===== config.mk =====
export PLATFORM = sky130hd
export DESIGN_NAME = mealy_seq_fsm_flat
export DESIGN_NICKNAME = d
export VERILOG_FILES = /design/src/rtl/seq_fsm_pkg.sv /design/src/rtl/mealy_seq_fsm_if.sv /design/src/rtl/seq_match_cmp.sv /design/src/rtl/mealy_seq_fsm.sv /design/src/flat_wrapper.sv
export SDC_FILE = /design/constraint.sdc
export NUM_CORES = 1
export LEC_CHECK = 0
export CORE_AREA = 2 2 39 41
export CTS_CLUSTER_DIAMETER = 60
export DETAILED_ROUTE_END_ITERATION = 10
export DIE_AREA = 0 0 41 43
export GPL_TIMING_DRIVEN = 0
export PLACE_DENSITY = 0.55
export SKIP_CTS_REPAIR_TIMING = 1
export SLEW_MARGIN = 20
export SYNTH_ARGS = -nofsm -noshare
export SYNTH_HDL_FRONTEND = slang
export SYNTH_SLANG_ARGS = --single-unit

===== constraint.sdc =====
create_clock -name clk -period 2.7 [get_ports clk]
set_input_delay 0.405 -clock clk [delete_from_list [all_inputs] [get_ports clk]]
set_output_delay 0.405 -clock clk [all_outputs]
set_load 0.02 [all_outputs]

===== src/rtl/seq_fsm_pkg.sv =====
// rtl/seq_fsm_pkg.sv - shared types, sizing helpers and pattern failure function for mealy_seq_fsm
package seq_fsm_pkg;

  localparam int PAT_MAX_W = 1024;
  localparam logic [7:0] DEFAULT_PATTERN = 8'h78;

  typedef enum logic [2:0] {
    STEP_HOLD,
    STEP_ADVANCE,
    STEP_MATCH,
    STEP_FALLBACK,
    STEP_RESTART
  } step_e;

  function automatic int clog2(input int v);
    int r;
    r = 0;
    while ((1 << r) < v) r++;
    return r;
  endfunction

  function automatic int sw_of(input int depth);
    return (clog2(depth) < 1) ? 1 : clog2(depth);
  endfunction

  // Longest proper border of pattern symbols 0..len-1 (where an overlapping match resumes).
  function automatic int prefix_fallback(input logic [PAT_MAX_W-1:0] pat, input int sym_w, input int len);
    int res;
    logic ok;
    res = 0;
    for (int k = 1; k < len; k++) begin
      ok = 1'b1;
      for (int j = 0; j < k; j++)
        for (int b = 0; b < sym_w; b++)
          if (pat[(len - k + j) * sym_w + b] != pat[j * sym_w + b]) ok = 1'b0;
      if (ok) res = k;
    end
    return res;
  endfunction

endpackage


===== src/rtl/mealy_seq_fsm_if.sv =====
// rtl/mealy_seq_fsm_if.sv - symbol stream and detector status bundle
interface mealy_seq_fsm_if #(
  parameter int SYM_W = 2,
  parameter int CNT_W = 4,
  parameter int SW    = 2
);
  logic             en;
  logic [SYM_W-1:0] sym;
  logic             match;
  logic [CNT_W-1:0] out;
  logic [SW-1:0]    currentstate;
  logic [SW-1:0]    nextstate;

  modport master (output en, sym, input match, out, currentstate, nextstate);
  modport slave  (input en, sym, output match, out, currentstate, nextstate);
endinterface


===== src/rtl/seq_match_cmp.sv =====
// rtl/seq_match_cmp.sv - does (pattern prefix of length state) + sym end with pattern prefix K
module seq_match_cmp #(
  parameter int                     SYM_W   = 2,
  parameter int                     DEPTH   = 4,
  parameter logic [DEPTH*SYM_W-1:0] PATTERN = '0,
  parameter int                     K       = 0,
  parameter int                     SW      = 2
) (
  input  logic [SW-1:0]    state,
  input  logic [SYM_W-1:0] sym,
  output logic             hit
);

  function automatic logic [SYM_W-1:0] pat_sym(input int i);
    return PATTERN[i*SYM_W +: SYM_W];
  endfunction

  // The history is implied by the state, so only sym and pattern-vs-pattern symbols are compared.
  always_comb begin
    hit = 1'b1;
    if (K != 0) begin
      if (int'(state) < K || int'(state) >= DEPTH) begin
        hit = 1'b0;
      end else begin
        if (sym != pat_sym(K - 1)) hit = 1'b0;
        for (int j = 0; j < K - 1; j++)
          if (pat_sym(int'(state) - K + 1 + j) != pat_sym(j)) hit = 1'b0;
      end
    end
  end

endmodule


===== src/rtl/mealy_seq_fsm.sv =====
// rtl/mealy_seq_fsm.sv - parametrised Mealy pattern detector with wrapping match counter
module mealy_seq_fsm
  import seq_fsm_pkg::*;
#(
  parameter int                     SYM_W   = 2,
  parameter int                     DEPTH   = 4,
  parameter logic [DEPTH*SYM_W-1:0] PATTERN = (DEPTH*SYM_W)'(DEFAULT_PATTERN),
  parameter int                     OVERLAP = 1,
  parameter int                     CNT_W   = 4
) (
  input  logic          clk,
  input  logic          rst,
  mealy_seq_fsm_if.slave bus
);

  localparam int SW = sw_of(DEPTH);
  localparam logic [SW-1:0] FULL_FB = SW'(prefix_fallback(PAT_MAX_W'(PATTERN), SYM_W, DEPTH));

  logic [SW-1:0]    cs;
  logic [SW-1:0]    ns;
  logic [SW-1:0]    fb;
  logic [DEPTH-1:0] hit;
  logic [CNT_W-1:0] cnt;
  logic             found;
  logic             m;
  step_e            step;

  function automatic logic [SYM_W-1:0] pat_sym(input int i);
    return PATTERN[i*SYM_W +: SYM_W];
  endfunction

  for (genvar k = 0; k < DEPTH; k++) begin : g_cmp
    seq_match_cmp #(
      .SYM_W  (SYM_W),
      .DEPTH  (DEPTH),
      .PATTERN(PATTERN),
      .K      (k),
      .SW     (SW)
    ) u_cmp (
      .state(cs),
      .sym  (bus.sym),
      .hit  (hit[k])
    );
  end

  always_comb begin
    fb    = '0;
    found = 1'b0;
    for (int k = DEPTH - 1; k >= 0; k--) begin
      if (!found && hit[k]) begin
        fb    = SW'(k);
        found = 1'b1;
      end
    end
  end

  always_comb begin
    step = STEP_HOLD;
    if (bus.en) begin
      if (int'(cs) >= DEPTH)
        step = STEP_RESTART;
      else if (bus.sym == pat_sym(int'(cs)))
        step = (cs == SW'(DEPTH - 1)) ? STEP_MATCH : STEP_ADVANCE;
      else
        step = STEP_FALLBACK;
    end
  end

  always_comb begin
    case (step)
      STEP_HOLD:     ns = cs;
      STEP_ADVANCE:  ns = cs + 1'b1;
      STEP_MATCH:    ns = (OVERLAP != 0) ? FULL_FB : '0;
      STEP_FALLBACK: ns = fb;
      default:       ns = '0;
    endcase
    if (!rst) ns = '0;
    m = rst && (step == STEP_MATCH);
  end

  always_ff @(posedge clk) begin
    if (!rst) begin
      cs  <= '0;
      cnt <= '0;
    end else begin
      cs <= ns;
      if (m) cnt <= cnt + 1'b1;
    end
  end

  assign bus.match        = m;
  assign bus.out          = cnt;
  assign bus.currentstate = cs;
  assign bus.nextstate    = ns;

endmodule


===== src/flat_wrapper.sv =====
// flat-port wrapper written by rule: the top's interface ports become plain ports
module mealy_seq_fsm_flat import seq_fsm_pkg::*;
#(
  parameter int                     SYM_W   = 2,
  parameter int                     DEPTH   = 4,
  parameter logic [DEPTH*SYM_W-1:0] PATTERN = (DEPTH*SYM_W)'(DEFAULT_PATTERN),
  parameter int                     OVERLAP = 1,
  parameter int                     CNT_W   = 4
)
  (clk, rst, bus_en, bus_sym, bus_match, bus_out, bus_currentstate, bus_nextstate);
  mealy_seq_fsm_if #(.SYM_W(SYM_W), .CNT_W(CNT_W), .SW(2)) bus_i ();
  input  logic clk;
  input  logic rst;
  input wire logic [$bits(bus_i.en)-1:0] bus_en;
  input wire logic [$bits(bus_i.sym)-1:0] bus_sym;
  output wire logic [$bits(bus_i.match)-1:0] bus_match;
  output wire logic [$bits(bus_i.out)-1:0] bus_out;
  output wire logic [$bits(bus_i.currentstate)-1:0] bus_currentstate;
  output wire logic [$bits(bus_i.nextstate)-1:0] bus_nextstate;
  assign bus_i.en = bus_en;
  assign bus_i.sym = bus_sym;
  assign bus_match = bus_i.match;
  assign bus_out = bus_i.out;
  assign bus_currentstate = bus_i.currentstate;
  assign bus_nextstate = bus_i.nextstate;
  mealy_seq_fsm #(.SYM_W(SYM_W), .DEPTH(DEPTH), .PATTERN(PATTERN), .OVERLAP(OVERLAP), .CNT_W(CNT_W)) u_core (.clk(clk), .rst(rst), .bus(bus_i));
endmodule

# --- Yosys cells after proc, flatten, opt, wreduce, memory -nomap -nowiden ---
# Cells that the tools add are included.
word_totals:
  elab_cells: 54
  inputBits: 5
  output_inout_bits: 9
  ff_bits: 6
classes:
  shift: 4
  mux: 21
  n_lt_le_gt_ge: 3
  n_reduce_logical: 9
  eq_ne: 8
  n_addsub: 7
ops:
  columns: ["op", "count"]
  rows:
  - ["$shiftx A8 B5 Y2 const A", 2]
  - ["$mux W1", 12]
  - ["$mux W2", 6]
  - ["$add A3 B2 Y4 const B", 2]
  - ["$shiftx A8 B4 Y2 const A", 1]
  - ["$shiftx A8 B6 Y2 const A", 1]
  - ["$eq A3 B2 Y1 const B", 2]
  - ["$mux W3", 2]
  - ["$ne A2 B2 Y1 const B", 3]
  - ["$pmux W2 S3", 1]
  - ["$reduce_bool A2 Y1", 3]
  - ["$sub A2 B2 Y3 const B", 2]
  - ["$add A4 B2 Y5 const B", 1]
  - ["$add A4 B1 Y4 const B", 1]
  - ["$lt A2 B2 Y1 const B", 2]
  - ["$eq A3 B1 Y1 const B", 1]
  - ["$logic_and A1 B1 Y1", 3]
  - ["$logic_not A3 Y1", 1]
  - ["$add A2 B1 Y2 const B", 1]
  - ["$eq A2 B2 Y1", 1]
  - ["$eq A2 B2 Y1 const B", 1]
  - ["$logic_not A1 Y1", 2]
  - ["$lt A2 B1 Y1 const B", 1]

# --- Depth between registers and ports, before layout ---
depth:
  word_depth: 17
  depth_mapped: 6
  ltp_nobuf: 6

# --- Modules after synthesis ---
# Synthesis repeated with hierarchy kept, for this count alone.
hier_totals:
  cells_unflattened: 53
  hier_area_um2: 427.9
by_module_without_submodules:
  columns: ["mod", "cells_each", "seq_area_each_um2", "area_each_um2", "n_inst"]
  rows:
  - ["mealy_seq_fsm", 47, 120.1, 391.6, 1]
  - ["seq_match_cmp at u_core.g_cmp[2].u_cmp ...", 2, 0.0, 11.3, 2]
  - ["seq_match_cmp at u_core.g_cmp[1].u_cmp", 2, 0.0, 13.8, 1]

# --- Worst setup path after synthesis ---
# OpenSTA, ideal clock, no wires.
synth_timing:
  path_type: "register to output"
  from: "reg u_core.cs[1], in the netlist u_core.bus.currentstate[1]"
  to: "out bus_nextstate[0]"
  stages_incl_launch_ff: 7
  setup_slack_ns: 0.512
  t_required_ns: 2.295
  arrival_ns: 1.783
  n_path_buf: 0
  path_cell_list: "dfxtp_1 inv_1 ha_1 xnor2_1 nand3_1 o31a_2 o32ai_1"
synth_via:
  elab_chain_cells: 17
  elab_cells_between_ends: 42
  cone_classes: "5 x add/sub; 3 x order compare; 5 x eq/ne; 4 x shift; 18 x mux; 7 x reduce/logical"
synth_rtl:
  columns: ["element", "line", "rtl"]
  rows:
  - ["from (decl)", "mealy_seq_fsm.sv:19", "logic [SW-1:0] cs;"]
  - ["from (signal assigned)", "mealy_seq_fsm.sv:86", "cs <= ns;"]
  - ["$sub A2 B2 Y3", "seq_match_cmp.sv:27", "if (pat_sym(int'(state) - K + 1 + j) != pat_sym(j)) hit = 1'b0;"]
  - ["$add A3 B2 Y4", "seq_match_cmp.sv:27", null]
  - ["$add A4 B2 Y5 or $shiftx A8 B5 Y2 (tied branches)", "seq_match_cmp.sv:27, seq_match_cmp.sv:15", null]
  - ["$shiftx A8 B6 Y2 or $reduce_bool A2 Y1 (tied branches)", "seq_match_cmp.sv:15, seq_match_cmp.sv:27", null]
  - ["$ne A2 B2 Y1 or $mux W1 (tied branches)", "seq_match_cmp.sv:27", null]
  - ["$mux W1", "seq_match_cmp.sv:27", null]
  - ["$mux W1", "seq_match_cmp.sv:22", "if (int'(state) < K || int'(state) >= DEPTH) begin"]
  - ["$mux W1", "mealy_seq_fsm.sv:50", "if (!found && hit[k]) begin"]
  - ["$logic_not A1 Y1", "mealy_seq_fsm.sv:50", null]
  - ["$logic_and A1 B1 Y1", "mealy_seq_fsm.sv:50", null]
  - ["$mux W1", "mealy_seq_fsm.sv:50", null]
  - ["$logic_not A1 Y1", "mealy_seq_fsm.sv:50", null]
  - ["$logic_and A1 B1 Y1", "mealy_seq_fsm.sv:50", null]
  - ["$mux W2 or $mux W1 (tied branches)", "mealy_seq_fsm.sv:50", null]
  - ["$mux W2", "mealy_seq_fsm.sv:50", null]
  - ["$pmux W2 S3 *", "mealy_seq_fsm.sv:70", "case (step)"]
  - ["$mux W2 *", "mealy_seq_fsm.sv:77", "if (!rst) ns = '0;"]
  - ["to (decl)", "flat_wrapper.sv:19", "output wire logic [$bits(bus_i.nextstate)-1:0] bus_nextstate;"]
# Every way passes the cells marked *; elsewhere a longest branch is shown, timed or not.

# --- Final worst setup path ---
layout_timing:
  from: "reg u_core.cs[0], in the netlist u_core.bus.currentstate[0]"
  to: "out bus_nextstate[0]"
# The elaborated chain is that of the path after synthesis.

==> impl_summary.log <==
[metrics] number of placed instances with taps included: 75
[metrics] synthesized-area fraction occupied by and/or/nand/nor cells: 21.90%
[metrics] number of instances on the worst hold path: 2
[metrics] Die X: 41 um
[metrics] required time of the critical path: 2.30 ns
[metrics] RD Place Congestion: 0.7638
[metrics] CP arrival: 1.97 ns
[metrics] max-capacitance violation count: 0
[metrics] total gr overflow: 0
[metrics] count of pins on the block boundary: 14
[metrics] most common cell after layout, fill and taps aside: sky130_fd_sc_hd__clkdlybuf4s50_1
[metrics] max-slew violation count: 0
[metrics] top flip-flop cell by instance count after synthesis: sky130_fd_sc_hd__dfxtp_1
[metrics] largest net degree at the start of global routing: 9
[metrics] slew at the pin with the worst max-slew slack: 0.2863 ns
[metrics] post-detailed-placement half-perimeter wirelength: 606.6 um
[metrics] part of the power in the clock network: 39.9%
[metrics] Vias: 377
[metrics] combined global-route utilization of all metal layers: 10.97%
[metrics] core outline area: 1384 sq um
[metrics] Switch Pwr: 0.00004892 W
[metrics] global-route wire length before repair: 1.297 mm
[metrics] RSZ-0062 raised after global routing: no
[metrics] via count of the first global-routing pass: 303
[metrics] critical setup path kind: flop to output pin
[metrics] worst min-delay path category: flop to flop
[metrics] Peak supply drop: 0.1784 mV
[metrics] final routed wirelength across all metal layers: 799 um
[metrics] post-layout util: 42.59%
[metrics] endpoint kind of the worst setup timing path: output pin
[metrics] fraction of synthesis flops using an asynchronous set or reset pin: 0%
[metrics] CTS tree: done
[metrics] port buffer count: 13
[metrics] number of synthesized flops with an enable pin: 0
[metrics] reg2reg path depth: 6
[metrics] Hold Startpoint: u_core.bus.out[3]$_SDFFE_PN0P_
[metrics] power per cell area: 347.5 nW/um^2
[metrics] post-route antenna net violation count: 0
[metrics] adder and majority cell fraction of the synthesized area: 15.87%
[metrics] skew final: 0.005727 ns
[metrics] nets in the synthesized netlist: 56
[metrics] Fillers: 143
[metrics] main combinational cell family by area after synthesis: simple AND/OR/NAND/NOR gates
[metrics] final instance count without filler cells: 78
[metrics] clock insertion delay at the later pin of the skew report: 0.24 ns
[metrics] level count of the clock H-tree: 1
[metrics] number of nets in the layout: 74
[metrics] number of clock buffers inserted by TritonCTS: 3
[metrics] switching power as a share of total power: 23.89%
[metrics] fraction of layout instances using a drive strength above 1: 12.90%
[metrics] Bufs on Longest Clock Path: 2
[metrics] final cell area excluding filler cells: 589.3 sq um
[metrics] area of the mapped netlist: 394.1 sq um
[metrics] unique cell type count in the Yosys netlist: 18
[metrics] share of the clock period used by the worst path: 87.95%
[metrics] R2R Path Start: u_core.bus.currentstate[0]$_SDFF_PN0_
[metrics] TritonRoute pass-1 iters: 3
[metrics] Reg clk slew, reported paths: 0.05 ns
[metrics] Die Footprint: 1763 sq um
[metrics] static leakage: 0.2621 nW
[metrics] hold path endpoint: u_core.bus.out[3]$_SDFFE_PN0P_
[metrics] startpoint class of the critical path: flop
[metrics] cell area after placement: 544.3 sq um
[metrics] Final Hold Violating Endpoints: 0
[metrics] CP max FO: 6
[metrics] portion of netlist area occupied by mux cells: 0%
[metrics] post-detailed-route wirelength per cell: 10.24 um
[metrics] number of antenna diodes: 0
[metrics] proportion of power drawn by flip-flops and latches: 44.3%
[metrics] starting density of the core: 28.48%
[metrics] cell row count: 14
[metrics] DRC Markers: 0
[metrics] synthesized area divided by synthesized cell count: 8.568 sq um
[metrics] max_slew headroom: 80.78%
[metrics] 1st-iter DRT viols: 5
[metrics] # clock sinks: 6
[metrics] endpoint of the lowest-slack register-to-register path: u_core.bus.out[3]$_SDFFE_PN0P_
[metrics] hold slack final: 0.4923 ns
[metrics] number of storage elements in the synthesis netlist: 6
[metrics] most used cells in the layout excluding fill and tap cells: sky130_fd_sc_hd__clkdlybuf4s50_1, sky130_fd_sc_hd__inv_1, sky130_fd_sc_hd__nand3_1, sky130_fd_sc_hd__ha_1, sky130_fd_sc_hd__dfxtp_1
[metrics] count of warnings emitted by yosys: 0
[metrics] maximum clock frequency: 0.4211 GHz
[metrics] combinational share of power: 15.7%
[metrics] area added between synthesis and finish: 49.52%
[metrics] result of the run: completed
[metrics] total internal power: 0.0001559 W
[metrics] sequential-to-total area share from yosys stat: 30.48%
[metrics] Compound-Gate Fraction of Synth Area: 20.32%
[metrics] height of the chip: 43 um
[metrics] cell count after synthesis: 46
[metrics] number of antenna violations at the first check in global routing: 0
[metrics] slack of the worst reg-to-reg path: 0.83 ns
[metrics] setup violation total in the final timing report: 0
[metrics] Post-Synth XOR/XNOR Area: 6.667%
[metrics] Clock Root Buffer: sky130_fd_sc_hd__clkbuf_4
[metrics] final critical-path required period: 2.375 ns
[metrics] Avg Vias per Cell: 4.833
per-layer routing:
metal	track usage, %	vias up	routed length (um)
met5	0	-	0
met4	2.000	0	0
met3	7.853	0	44
met2	12.81	9	376
met1	16.18	166	378
li1	-	202	-
stage by stage:
step,total power [W],worst slack [ns],TNS (ns)
global placement,0.0001231,-0.06051,-0.06051
floorplan,0.0001081,0.5120,0
finish,0.0002048,0.3253,0
detailed placement,0.0001230,-0.03103,-0.03103
CTS,0.0002065,-0.2072,-0.5289
global route,0.0002195,0.1928,0
power by group through the flow:
stage                      logic, W  registers, W  clock network (W)
after floorplan           0.0000147     0.0000934                  0
after global placement    0.0000308     0.0000923                  0
after detailed placement  0.0000305     0.0000924                  0
after CTS                 0.0000307     0.0000908          0.0000849
after global routing      0.0000351     0.0000908          0.0000936
final                     0.0000322     0.0000908          0.0000818
logic make-up (layout without fill, tap and decap cells):
group | Yosys count | in the layout
xor+xnor | 3 | 3
compound gates | 12 | 12
simple gates | 15 | 15
flops | 6 | 6
fa+ha+maj | 5 | 5
buf+inv | 5 | 21
worst max path at each step:
stage	from	to	slack, ns	depth (start not counted)
floorplan	u_core.bus.currentstate[1]$_SDFF_PN0_	bus_nextstate[0]	0.51	6
CTS	u_core.bus.currentstate[1]$_SDFF_PN0_	bus_nextstate[0]	-0.21	7
global placement	bus_en	bus_nextstate[1]	-0.06	5
finish	u_core.bus.currentstate[0]$_SDFF_PN0_	bus_nextstate[0]	0.33	6
global route	u_core.bus.currentstate[0]$_SDFF_PN0_	bus_nextstate[0]	0.19	7
detailed placement	bus_en	bus_nextstate[1]	-0.03	5
worst max-delay path: stages (launching register included):
cell and delay [ns]:
sky130_fd_sc_hd__dfxtp_1 0.35, sky130_fd_sc_hd__inv_1 0.12, sky130_fd_sc_hd__ha_1 0.38, sky130_fd_sc_hd__o211ai_1 0.13
sky130_fd_sc_hd__o31a_2 0.32, sky130_fd_sc_hd__o32ai_1 0.15, sky130_fd_sc_hd__dlymetal6s2s_1 0.27
synth_stat cells (2+ instances only):
library cell,n,area (sq um)
sky130_fd_sc_hd__dfxtp_1,6,120.1
sky130_fd_sc_hd__a21oi_1,3,15.01
sky130_fd_sc_hd__o32ai_1,2,17.52
sky130_fd_sc_hd__xnor2_1,2,17.52
sky130_fd_sc_hd__nand3_1,5,25.02
sky130_fd_sc_hd__nor2_1,3,11.26
sky130_fd_sc_hd__or3_1,2,12.51
sky130_fd_sc_hd__nand2_1,2,7.510
sky130_fd_sc_hd__o21a_1,2,15.01
sky130_fd_sc_hd__o21ai_0,3,15.01
sky130_fd_sc_hd__ha_1,5,62.56
sky130_fd_sc_hd__inv_1,5,18.77
flip-flops by register name (all words and copies together) (netlist names):
| register | count |
|---|---|
| u_core.bus.currentstate | 2 |
| u_core.bus.out | 4 |
area by class of cell:
type	instances	area (sq um)	area share [%]
inverter	5	18.77	3.185
multi-input combinational	35	269.0	45.65
clock buffer	3	22.52	3.822
timing repair buffer	13	137.6	23.35
sequential	6	121.4	20.59
tap	16	20.02	3.397
Power figures use the tool's default switching activity.
